## config.mk

```make
export PLATFORM = sky130hd
export DESIGN_NAME = seq_mag_cmp
export DESIGN_NICKNAME = d
export VERILOG_FILES = /design/src/rtl/seq_mag_cmp_pkg.sv /design/src/rtl/seq_mag_cmp_cmp_word.sv /design/src/rtl/seq_mag_cmp.sv
export SDC_FILE = /design/constraint.sdc
export NUM_CORES = 1
export LEC_CHECK = 0
export BUFFER_PORTS_ARGS = -buffer_cell sky130_fd_sc_hd__buf_2
export CAP_MARGIN = 5
export CORE_MARGIN = 5
export CORE_UTILIZATION = 30
export CTS_CLUSTER_DIAMETER = 100
export DETAILED_ROUTE_END_ITERATION = 8
export PLACE_DENSITY = 0.5
export RECOVER_POWER = 50
export SKIP_LAST_GASP = 1
export SLEW_MARGIN = 20
export SYNTH_ARGS = -nofsm -noshare
export SYNTH_HDL_FRONTEND = slang
export SYNTH_SLANG_ARGS = --single-unit
```

## constraint.sdc

```tcl
create_clock -name clk -period 2.23 [get_ports clk]
set_input_delay 0.3345 -clock clk [delete_from_list [all_inputs] [get_ports clk]]
set_output_delay 0.3345 -clock clk [all_outputs]
set_load 0.05 [all_outputs]
```

## src/rtl/seq_mag_cmp_pkg.sv

```systemverilog
// ----------------------------------------------------------------------------
// seq_mag_cmp_pkg
// Shared definitions for the sequential magnitude comparator:
//   - state_t : FSM state encodings (IDLE, RUN, DONE)
//   - res_t   : sticky compare result codes (EQ, GT, LT)
//   - res_to_flags_n : maps a result code onto the active-low output triple
//                      {p_eq_q_n, p_gt_q_n, p_lt_q_n}
// ----------------------------------------------------------------------------
package seq_mag_cmp_pkg;

    typedef enum logic [1:0] {
        ST_IDLE = 2'b00,
        ST_RUN  = 2'b01,
        ST_DONE = 2'b10
    } state_t;

    typedef enum logic [1:0] {
        RES_EQ = 2'b00,
        RES_GT = 2'b01,
        RES_LT = 2'b10
    } res_t;

    // All flags deasserted (active-low): no valid result.
    localparam logic [2:0] FLAGS_NONE = 3'b111;

    // Result code -> {eq_n, gt_n, lt_n}; exactly one bit low for a valid code.
    function automatic logic [2:0] res_to_flags_n(input res_t res);
        logic [2:0] flags;
        case (res)
            RES_EQ:  flags = 3'b011;
            RES_GT:  flags = 3'b101;
            RES_LT:  flags = 3'b110;
            default: flags = FLAGS_NONE;
        endcase
        return flags;
    endfunction

endpackage

```

## src/rtl/seq_mag_cmp_cmp_word.sv

```systemverilog
// ----------------------------------------------------------------------------
// cmp_word
// Combinational WIDTH-bit word compare.
// Parameters:
//   WIDTH      - word width (>= 2)
//   SIGNED_CMP - 1: a word flagged by i_signed_word is compared as two's
//                complement; 0: every word is compared unsigned
// Ports:
//   i_a, i_b       - words to compare
//   i_signed_word  - this word carries the operand sign (only honoured when
//                    SIGNED_CMP=1)
//   o_eq           - i_a == i_b
//   o_gt           - i_a > i_b (signed or unsigned as above)
// ----------------------------------------------------------------------------
module cmp_word #(
    parameter int WIDTH      = 8,
    parameter bit SIGNED_CMP = 1'b0
) (
    input  logic [WIDTH-1:0] i_a,
    input  logic [WIDTH-1:0] i_b,
    input  logic             i_signed_word,
    output logic             o_eq,
    output logic             o_gt
);

    logic             w_flip;
    logic [WIDTH-1:0] w_a;
    logic [WIDTH-1:0] w_b;

    // Inverting both sign bits turns a two's complement compare into an
    // unsigned one (offset-binary), so a single unsigned comparator serves
    // both cases. With SIGNED_CMP=0 the flip is constant zero.
    assign w_flip = SIGNED_CMP & i_signed_word;
    assign w_a    = {i_a[WIDTH-1] ^ w_flip, i_a[WIDTH-2:0]};
    assign w_b    = {i_b[WIDTH-1] ^ w_flip, i_b[WIDTH-2:0]};

    assign o_eq = (i_a == i_b);
    assign o_gt = (w_a > w_b);

endmodule

```

## src/rtl/seq_mag_cmp.sv

```systemverilog
// ----------------------------------------------------------------------------
// seq_mag_cmp
// Sequential multi-word magnitude comparator. Operands P and Q arrive one
// word per accepted strobe, most-significant word first; the first non-equal
// word decides the result, which is held until the next start or reset.
// Configuration macro: SEQ_MAG_CMP_SIGNED_EN
//   defined   - operands are two's complement (start word compared signed)
//   undefined - all words compared unsigned
// Parameters: WIDTH (bits per word, >= 2), WORDS (words per operand, >= 1)
// Ports:
//   clk      - clock, rising edge
//   clr_n    - synchronous active-low reset
//   g_n      - active-low enable; high freezes all state (except reset)
//   start    - marks the strobed word as the MSW of a new compare
//   wr       - word strobe
//   p, q     - operand words
//   p_eq_q_n, p_gt_q_n, p_lt_q_n - registered active-low results (DONE only)
//   busy     - compare in progress (RUN)
//   done     - result valid (DONE)
//   cnt      - words accepted in the current compare
// ----------------------------------------------------------------------------
module seq_mag_cmp
    import seq_mag_cmp_pkg::*;
#(
    parameter int WIDTH = 8,
    parameter int WORDS = 4
) (
    input  logic                         clk,
    input  logic                         clr_n,
    input  logic                         g_n,
    input  logic                         start,
    input  logic                         wr,
    input  logic [WIDTH-1:0]             p,
    input  logic [WIDTH-1:0]             q,
    output logic                         p_eq_q_n,
    output logic                         p_gt_q_n,
    output logic                         p_lt_q_n,
    output logic                         busy,
    output logic                         done,
    output logic [$clog2(WORDS+1)-1:0]   cnt
);

    localparam int            CW       = $clog2(WORDS + 1);
    localparam logic [CW-1:0] ONE_CNT  = CW'(1);
    localparam logic [CW-1:0] LAST_CNT = CW'(WORDS - 1);

`ifdef SEQ_MAG_CMP_SIGNED_EN
    localparam bit SIGNED_MSW = 1'b1;
`else
    localparam bit SIGNED_MSW = 1'b0;
`endif

    state_t        r_state;
    res_t          r_res;
    logic [CW-1:0] r_cnt;
    logic [2:0]    r_flags_n;
    logic          r_busy;
    logic          r_done;

    logic          w_eq;
    logic          w_gt;
    res_t          w_word_res;
    res_t          w_acc_res;

    // The start word is the MSW, the only one that carries the sign.
    cmp_word #(
        .WIDTH      (WIDTH),
        .SIGNED_CMP (SIGNED_MSW)
    ) u_cmp_word (
        .i_a           (p),
        .i_b           (q),
        .i_signed_word (start),
        .o_eq          (w_eq),
        .o_gt          (w_gt)
    );

    // Encode this word's compare and fold it into the sticky result: once a
    // word differs, later (less significant) words cannot change the outcome.
    always_comb begin
        w_word_res = RES_LT;
        w_acc_res  = r_res;
        if (w_eq) begin
            w_word_res = RES_EQ;
        end else if (w_gt) begin
            w_word_res = RES_GT;
        end else begin
            w_word_res = RES_LT;
        end
        if (r_res == RES_EQ) begin
            w_acc_res = w_word_res;
        end else begin
            w_acc_res = r_res;
        end
    end

    // FSM with registered status and result outputs.
    always_ff @(posedge clk) begin
        if (!clr_n) begin
            r_state   <= ST_IDLE;
            r_res     <= RES_EQ;
            r_cnt     <= '0;
            r_flags_n <= FLAGS_NONE;
            r_busy    <= 1'b0;
            r_done    <= 1'b0;
        end else if (!g_n && wr) begin
            if (start) begin
                // New compare (also aborts one in progress).
                r_res <= w_word_res;
                r_cnt <= ONE_CNT;
                if (WORDS == 1) begin
                    r_state   <= ST_DONE;
                    r_flags_n <= res_to_flags_n(w_word_res);
                    r_busy    <= 1'b0;
                    r_done    <= 1'b1;
                end else begin
                    r_state   <= ST_RUN;
                    r_flags_n <= FLAGS_NONE;
                    r_busy    <= 1'b1;
                    r_done    <= 1'b0;
                end
            end else begin
                case (r_state)
                    ST_RUN: begin
                        r_res <= w_acc_res;
                        r_cnt <= r_cnt + ONE_CNT;
                        if (r_cnt == LAST_CNT) begin
                            r_state   <= ST_DONE;
                            r_flags_n <= res_to_flags_n(w_acc_res);
                            r_busy    <= 1'b0;
                            r_done    <= 1'b1;
                        end else begin
                            r_state <= ST_RUN;
                        end
                    end
                    ST_IDLE, ST_DONE: begin
                        // Words without start are ignored outside RUN.
                        r_state <= r_state;
                    end
                    default: begin
                        r_state   <= ST_IDLE;
                        r_res     <= RES_EQ;
                        r_cnt     <= '0;
                        r_flags_n <= FLAGS_NONE;
                        r_busy    <= 1'b0;
                        r_done    <= 1'b0;
                    end
                endcase
            end
        end else begin
            r_state <= r_state;
        end
    end

    assign p_eq_q_n = r_flags_n[2];
    assign p_gt_q_n = r_flags_n[1];
    assign p_lt_q_n = r_flags_n[0];
    assign busy     = r_busy;
    assign done     = r_done;
    assign cnt      = r_cnt;

endmodule

```

# ---- After elaboration in Yosys (flattened, before gate mapping)
# Index checks and enable logic that the tools add are counted.
dict set report totals {
  reg_bits 12
  input_bits 21
  output_inout_bits 8
  word_cells 44
}
dict set report op_classes {
  n_addsub 1
  order_cmp 1
  eq_ne 8
  mux 20
  n_reduce_logical 8
}
# cell n
set op_table {}
lappend op_table {{two-way mux 2 bit} 6}
lappend op_table {{one-hot mux 3 bit (2 select lines)} 2}
lappend op_table {{two-way mux 3 bit} 3}
lappend op_table {{one-hot mux 3 bit (3 select lines)} 1}
lappend op_table {{equality test 8 bit} 1}
lappend op_table {{greater-than comparator 8 bit} 1}
lappend op_table {{one-hot mux 2 bit (2 select lines)} 2}
lappend op_table {{logical NOT 2 bit} 3}
lappend op_table {{equality test 2 x 1 -> 1 bit (second input constant)} 2}
lappend op_table {{equality test 2 bit (second input constant)} 2}
lappend op_table {{two-way mux 1 bit} 4}
lappend op_table {{one-hot mux 1 bit (2 select lines)} 2}
lappend op_table {{adder 3 x 1 -> 3 bit (second input constant)} 1}
lappend op_table {{equality test 3 x 2 -> 1 bit (second input constant)} 1}
lappend op_table {{inequality test 3 bit (second input constant)} 1}
lappend op_table {{AND reduction 3 bit} 1}
lappend op_table {{inequality test 2 bit (second input constant)} 1}
lappend op_table {{AND reduction 2 bit} 1}
lappend op_table {{OR reduction 2 bit} 1}
lappend op_table {{logical AND 1 bit} 1}
lappend op_table {{logical NOT 1 bit} 1}

# ---- Logic depth before layout (Yosys ltp)
# Gate-level depths: netlist of the first run.
dict set report depth {
  depth_word 9
  ltp_mapped 7
  ltp_nobuf 7
}

# ---- By module
# From an unflattened synthesis of the first run, not the netlist that was laid out.
dict set report unflattened {
  hier_cells 103
  hier_area_um2 864.6
}
# module instances cells_per_inst area_per_inst_um2 seq_area_each_um2
set by_module_without_submodules {}
lappend by_module_without_submodules {seq_mag_cmp 1 75 644.4 240.2}
lappend by_module_without_submodules {cmp_word 1 28 220.2 0.0}

# ---- Worst setup path before layout of the first run
# No wires, ideal clock.
dict set report synth_timing {
  kind {register -> register}
  startpoint {register r_cnt[0], in the netlist cnt[0]}
  endpoint {register r_flags_n[1]}
  setup_ns 0.134
  arrival_ns 1.684
  t_required_ns 2.096
  path_slack_ns 0.412
  path_stages_with_launch 8
  n_path_buf 0
  synth_period_minus_slack_ns 1.818
  path_cell_list {dfxtp_1 > ha_1 > ha_1 > o21a_1 > o21a_2 > nor2_1 > or2_0 > o221ai_2}
}
dict set report synth_between {
  elab_chain_len 3
}
# item line
set synth_lines {}
lappend synth_lines {{start, declared} seq_mag_cmp.sv:55} ;# logic [CW-1:0] r_cnt;
lappend synth_lines {{start signal, assigned} seq_mag_cmp.sv:125} ;# r_cnt <= r_cnt + ONE_CNT;
lappend synth_lines {{equality test 3 x 2 -> 1 bit} seq_mag_cmp.sv:126} ;# if (r_cnt == LAST_CNT) begin
lappend synth_lines {{inequality test 3 bit (no source line)} n/a}
lappend synth_lines {{AND reduction 3 bit (no source line)} n/a}
lappend synth_lines {{end signal, assigned} seq_mag_cmp.sv:112} ;# r_flags_n <= res_to_flags_n(w_word_res);
lappend synth_lines {{end signal, assigned} seq_mag_cmp.sv:128} ;# r_flags_n <= res_to_flags_n(w_acc_res);
lappend synth_lines {{end, declared} seq_mag_cmp.sv:56} ;# logic [2:0] r_flags_n;
# No other way between the ends.
# A chain may end at the register's enable or synchronous reset.

# ---- Worst setup path in the final report of the first run
# Ends and elaborated chain as after synthesis.

==> results.cfg, run 1 <==
[grt]
grt-ovfl-total = 0
grt_max_degree = 14
antenna_found_initial = 0
grt_usage_pct = 10.6
grt_pass1_wl_um = 3550
grt_pass1_vias = 853

[critical_path]
startpoint = cnt[0]$_SDFFE_PN0P_
crit-reg2reg-capture = r_flags_n[1]$_SDFFE_PN1P_
startpoint_type = flip-flop
endpoint = r_flags_n[1]$_SDFFE_PN1P_
path_cells = ha_1 -> ha_1 -> o21a_1 -> o21a_2 -> nor2_1 -> or2_0 -> o221ai_2
slowest_delay_ps = 350
worstPathArrival_ps = 1850
critPathCaptureType = flip-flop
reg2reg_from = cnt[0]$_SDFFE_PN0P_
reg2regPathDepth = 7
slowest_stage = dfxtp_1
critical_path_class = flip-flop to flip-flop
crit_top_cell = ha_1
cp.required_ps = 2400
critPathMaxFanout = 4
ff2ff_setup_slack_ps = 550

[sta]
hold_viol_final = 0
finalSetupTns_ps = 0
slew_violations = 0
clock.fmax_mhz = 596
rsz0062_at_grt = no
max_slew.worst_pin.slew_ps = 599
period_minus_slack_ps = 1680
fin_worst_skew_ps = 5.19
final-setup-viol-count = 0
fin_ws_ps = 552
slew_headroom_pct = 60.3
period_share_pct = 75.2

[clock_tree]
cts_resized = 0
clockBufferDepth = 2
cts_hold_buffers = 0
cts.clk_slew.worst_paths_ps = 80
htreeDepth = 1
cts_buffers = 3
cts_sinks = 12
cts-root-buf = clkbuf_4
worstSkewPairLatency_ps = 280
postCtsSetupBuffers = 0
cts_tree = yes

[finish]
multiInputGateArea_um2 = 563
fillers = 290
final_cell_mix = buf_2, dfxtp_1, inv_1, ha_1
seqCellArea_um2 = 240
final_cell_area_um2 = 1050
fin_nets = 166
instances_no_fill = 165
area_growth_pct = 20.1
drive_above_1_share_pct = 25.4
final_common_cell = buf_2
diodes = 0

[die]
start_util_pct = 31.5
die_y_um = 64.1
fp.dieW_um = 64.1
io_pins = 29
core_um2 = 2780
die_area_um2 = 4100
std_cell_rows = 19

[synth]
synthArstFlopShare_pct = 0
syn_area_um2 = 877
syn-num-nets = 136
ys_ff_latch = 12
synth_top_area_cell = dfxtp_1
yosys.area.top_type_share_pct = 27.4
yosysSeqAreaShare_pct = 27.4
yosysUniqueCellTypes = 34
syn_area_per_cell_um2 = 8.35
synth_edf_count = 0
ys.flop_type = dfxtp_1
synth_area_leaders = dfxtp_1, ha_1, a21oi_1
syn_inst = 105
yosys_warnings = 0

[min_path]
hp-class = input pin to flip-flop

[detailed_routing]
vias = 814
vias_per_cell = 4.93
drt_iter0_markers = 13
post_drt_wl_per_cell_um = 12.0
drc = 0
first_pass_iters = 4
wirelength_um = 1980
antenna_left = 0

[power]
peakVddDrop_mv = 0.281
power_density_nw_per_um2 = 486
p_total_uw = 512
cellLeakagePower_nw = 0.445

[placed_design]
globalplace.congestion = 0.758
dp.cells = 161
dp_hpwl_um = 1540
pre_cts_ws_ps = 464
portBuffers = 28
placed_cell_area_um2 = 1030

[run_status]
outcome = complete, no violations

[job]
maxCapViolCount = 0
state kept, by name, summed over array words and instances (netlist names):
signal / cells
cnt: 3
r_flags_n: 3
r_res: 2
r_state: 2
busy: 1
done: 1
cell usage after synthesis, types with 2 or more instances:
master and number:
a21boi_0 4, a21oi_1 8, nand4_1 2, a31oi_1 2
o21ai_0 8, dfxtp_1 12, inv_1 10, o21a_1 3
buf_6 2, nor3b_1 3, nand2_1 8, o21ai_1 2
ha_1 10, nor2_1 6, nor2b_1 6
per-stage QoR:
stage                     util, %  hold slack, ps
after floorplan                 -             491
after global placement       37.1             460
after detailed placement     37.1             492
after CTS                    38.4             328
after global routing         37.9             349
final                        37.9             324
power breakdown:
group / internal (mW) / switching [mW]
logic: 0.0474 / 0.0587
clock network: 0.0995 / 0.0816
registers: 0.219 / 0.00610
total: 0.366 / 0.146
layout make-up:
cell class / instances / area share, %
clock buffer: 4 / 3.44
inverter: 10 / 3.56
multi-input combinational: 79 / 53.4
sequential: 12 / 22.8
tap: 31 / 3.68
timing repair buffer: 29 / 13.1
worst min path at each step:
stage / startpoint / end / slack [ps] / depth (start not counted)
4_1_cts: clr_n / r_flags_n[1]$_SDFFE_PN1P_ / 330 / 2
5_1_grt: clr_n / r_flags_n[1]$_SDFFE_PN1P_ / 350 / 2
3_5_place_dp: busy$_SDFFE_PN0P_ / busy$_SDFFE_PN0P_ / 490 / 2
3_3_place_gp: busy$_SDFFE_PN0P_ / busy$_SDFFE_PN0P_ / 460 / 2
6_report: clr_n / r_flags_n[1]$_SDFFE_PN1P_ / 320 / 2
2_1_floorplan: r_res[0]$_SDFFE_PN0P_ / r_res[0]$_SDFFE_PN0P_ / 490 / 2
critical path, delay by kind of cell (launching register included):
family                     cells  cell delay (ps)
AOI/OAI and AO/OA              3              500
adders and majority gates      2              420
DFF                            1              350
and+or+nand+nor                2              300
layer usage:
| metal | GRT usage [%] | vias up | wire, um |
|---|---|---|---|
| met3 | 1.93 | 5 | 102 |
| li1 | - | 425 | - |
| met2 | 17.0 | 22 | 865 |
| met4 | 6.23 | 0 | 52 |
| met5 | 0 | - | 0 |
| met1 | 13.2 | 362 | 960 |
cells by family after synthesis:
group / Yosys count / synth area share (%)
buffers and inverters: 14 / 7.85
AO/OA/AOI/OAI: 35 / 27.2
adder cells (fa/ha/maj): 10 / 14.3
flip-flops: 12 / 27.4
AND/OR/NAND/NOR: 34 / 23.3
(Power assumes the default switching activity.)
==> run 2, diff against run 1 <==
- ABC_AREA: unset -> 1
- PLACE_DENSITY: 0.5 -> 0.53
- clock period: 2.23 -> 1.5 ns (I/O delays scaled with it)
==> run 2 against run 1 <==
  * Utilization grew 4.6 points
  * Count of clock-buffer cells in the layout is the same
  * Synthesized area shrank 11%
  * Largest cell class unchanged
==> results.cfg, run 2 <==
[synth]
syn_inst = 116
ys_ff_latch = 12
yosys.area.top_type_share_pct = 30.7
yosys_warnings = 0
yosysMostFrequentCell = nand2_1
syn_area_per_cell_um2 = 6.75
synth_edf_count = 0
synth_compound_area_share_pct = 16.8
synth_top_family_by_area = simple AND/OR/NAND/NOR gates
synth_area_leaders = dfxtp_1, ha_1, nand2_1
syn-num-nets = 147
synth_top_area_cell = dfxtp_1
ys.flop_type = dfxtp_1
synth_top_cells_by_count = nand2_1, inv_1, dfxtp_1, nor2_1
synthAdderAreaFrac_pct = 16.0
yosys.area_share.simple_pct = 25.1
yosysUniqueCellTypes = 19
syn_area_um2 = 783
synth_mux_area_share_pct = 0
yosysSeqAreaShare_pct = 30.7
synthArstFlopShare_pct = 0
synth_xor_xnor_area_share_pct = 0

[sta]
finalSetupTns_ps = 0
fin_worst_skew_ps = 2.27
whs_ps = 179
max_slew.worst_pin.slew_ps = 593
hold_viol_final = 0
final-setup-viol-count = 0
rsz0062_at_grt = yes
fin_ws_ps = 68.9
period_share_pct = 95.4
period_minus_slack_ps = 1430
slew_violations = 0
slew_headroom_pct = 60.7
clock.fmax_mhz = 699

[critical_path]
critPathMaxFanout = 5
cp.required_ps = 1730
startpoint = cnt[1]$_SDFFE_PN0P_
reg2regPathDepth = 7
worstPathArrival_ps = 1660
critical_path_class = flip-flop to flip-flop
startpoint_type = flip-flop
critPathCaptureType = flip-flop
ff2ff_setup_slack_ps = 70
reg2reg_from = cnt[1]$_SDFFE_PN0P_
endpoint = r_flags_n[0]$_SDFFE_PN1P_
crit-reg2reg-capture = r_flags_n[0]$_SDFFE_PN1P_

[finish]
final_common_cell = nand2_1
drive_above_1_share_pct = 26.3
fin_nets = 184
area_growth_pct = 34.5
fillers = 274
final_cell_mix = nand2_1, inv_1, buf_2
fin_util_pct = 42.5
instances_no_fill = 182
diodes = 0
final_cell_area_um2 = 1050

[detailed_routing]
first_pass_iters = 5
drt_iter0_markers = 10
post_drt_wl_per_cell_um = 10.3
vias = 814
vias_per_cell = 4.47
wirelength_um = 1880
drc = 0
antenna_left = 0

[grt]
grt_pass1_wl_um = 2880
grt_max_degree = 9
antenna_found_initial = 0
grt-ovfl-total = 0
grt_usage_pct = 10.5
grt_pass1_vias = 743

[power]
p_int_uw = 549
power_density_nw_per_um2 = 752
combPwrFrac_pct = 24.2
pwr-share-seq_pct = 42.3
p_sw_share_pct = 30.7
power_frac_clock_pct = 33.5
peakVddDrop_mv = 0.402
cellLeakagePower_nw = 0.556
p_total_uw = 793
switching_power_uw = 243

[die]
fp.dieW_um = 61.1
std_cell_rows = 18
core_um2 = 2480
start_util_pct = 31.6
die_area_um2 = 3730
io_pins = 29
die_y_um = 61.1

[job]
maxCapViolCount = 0

[clock_tree]
cts_sinks = 12
worstSkewPairLatency_ps = 280
cts_buffers = 3
cts.clk_slew.worst_paths_ps = 80
cts_resized = 0
clockBufferDepth = 2
cts-root-buf = clkbuf_4
cts_tree = yes
postCtsSetupBuffers = 0
cts_hold_buffers = 0
htreeDepth = 1

[placed_design]
globalplace.congestion = 0.851
placed_cell_area_um2 = 1020
portBuffers = 28
dp_hpwl_um = 1540
dp.cells = 178
pre_cts_ws_ps = -46.6

[min_path]
hp-class = input pin to flip-flop

[run_status]
outcome = complete, no violations
run 2: cell count changes in the layout (fill, tap and decap cells not counted), sizes merged, moves of 3 or more:
cell,change
buf,+5
o21ai,-4
nor3b,-4
a21boi,-4
nor2,+5
nor2b,-7
nand3,+3
nand2,+22
o21a,-4
inv,+14
run 2: layer usage:
metal / GRT usage (%) / share of wire (%) / vias up
met4: 5.57 / 0.69 / 0
met5: 0 / 0 / -
met3: 2.52 / 6.5 / 2
li1: - / - / 440
met2: 18.6 / 46 / 21
met1: 11.5 / 46 / 351
run 2: cell type report:
type / count / area, um2 / share of cell area [%]
clock buffer: 4 / 36.3 / 3.44
timing repair buffer: 32 / 163 / 15.4
tap: 30 / 37.5 / 3.56
inverter: 24 / 90.1 / 8.55
sequential: 12 / 251 / 23.9
multi-input combinational: 80 / 475 / 45.1
run 2: how the worst min path moves through the flow:
stage                                      to  depth (start not counted)              start  slack (ps)
CTS                 r_flags_n[2]$_SDFFE_PN1P_                          2              clr_n         180
detailed placement          busy$_SDFFE_PN0P_                          2  busy$_SDFFE_PN0P_         450
finish              r_flags_n[2]$_SDFFE_PN1P_                          2              clr_n         180
floorplan           r_flags_n[2]$_SDFFE_PN1P_                          1              clr_n         300
global placement            done$_SDFFE_PN0P_                          2  done$_SDFFE_PN0P_         450
global route        r_flags_n[2]$_SDFFE_PN1P_                          2              clr_n         190
run 2: kinds of logic (layout without fill, tap and decap cells):
| group | Yosys count | in the layout |
|---|---|---|
| AO/OA/AOI/OAI | 21 | 21 |
| AND/OR/NAND/NOR | 49 | 49 |
| adder cells (fa/ha/maj) | 10 | 10 |
| buffers and inverters | 24 | 60 |
| flip-flops | 12 | 12 |
run 2: power groups by stage:
stage,clock network (mW),logic (mW),registers [mW]
floorplan,0,0.0954,0.373
global placement,0,0.190,0.342
detailed placement,0,0.194,0.343
CTS,0.270,0.195,0.335
global route,0.290,0.220,0.337
finish,0.266,0.192,0.335
run 2: worst max-delay path: stages (launching register included):
cell	delay, ps
dfxtp_4	360
ha_4	150
ha_2	170
or2_4	240
o21ai_4	190
buf_4	150
a21oi_1	60
nand2_1	70
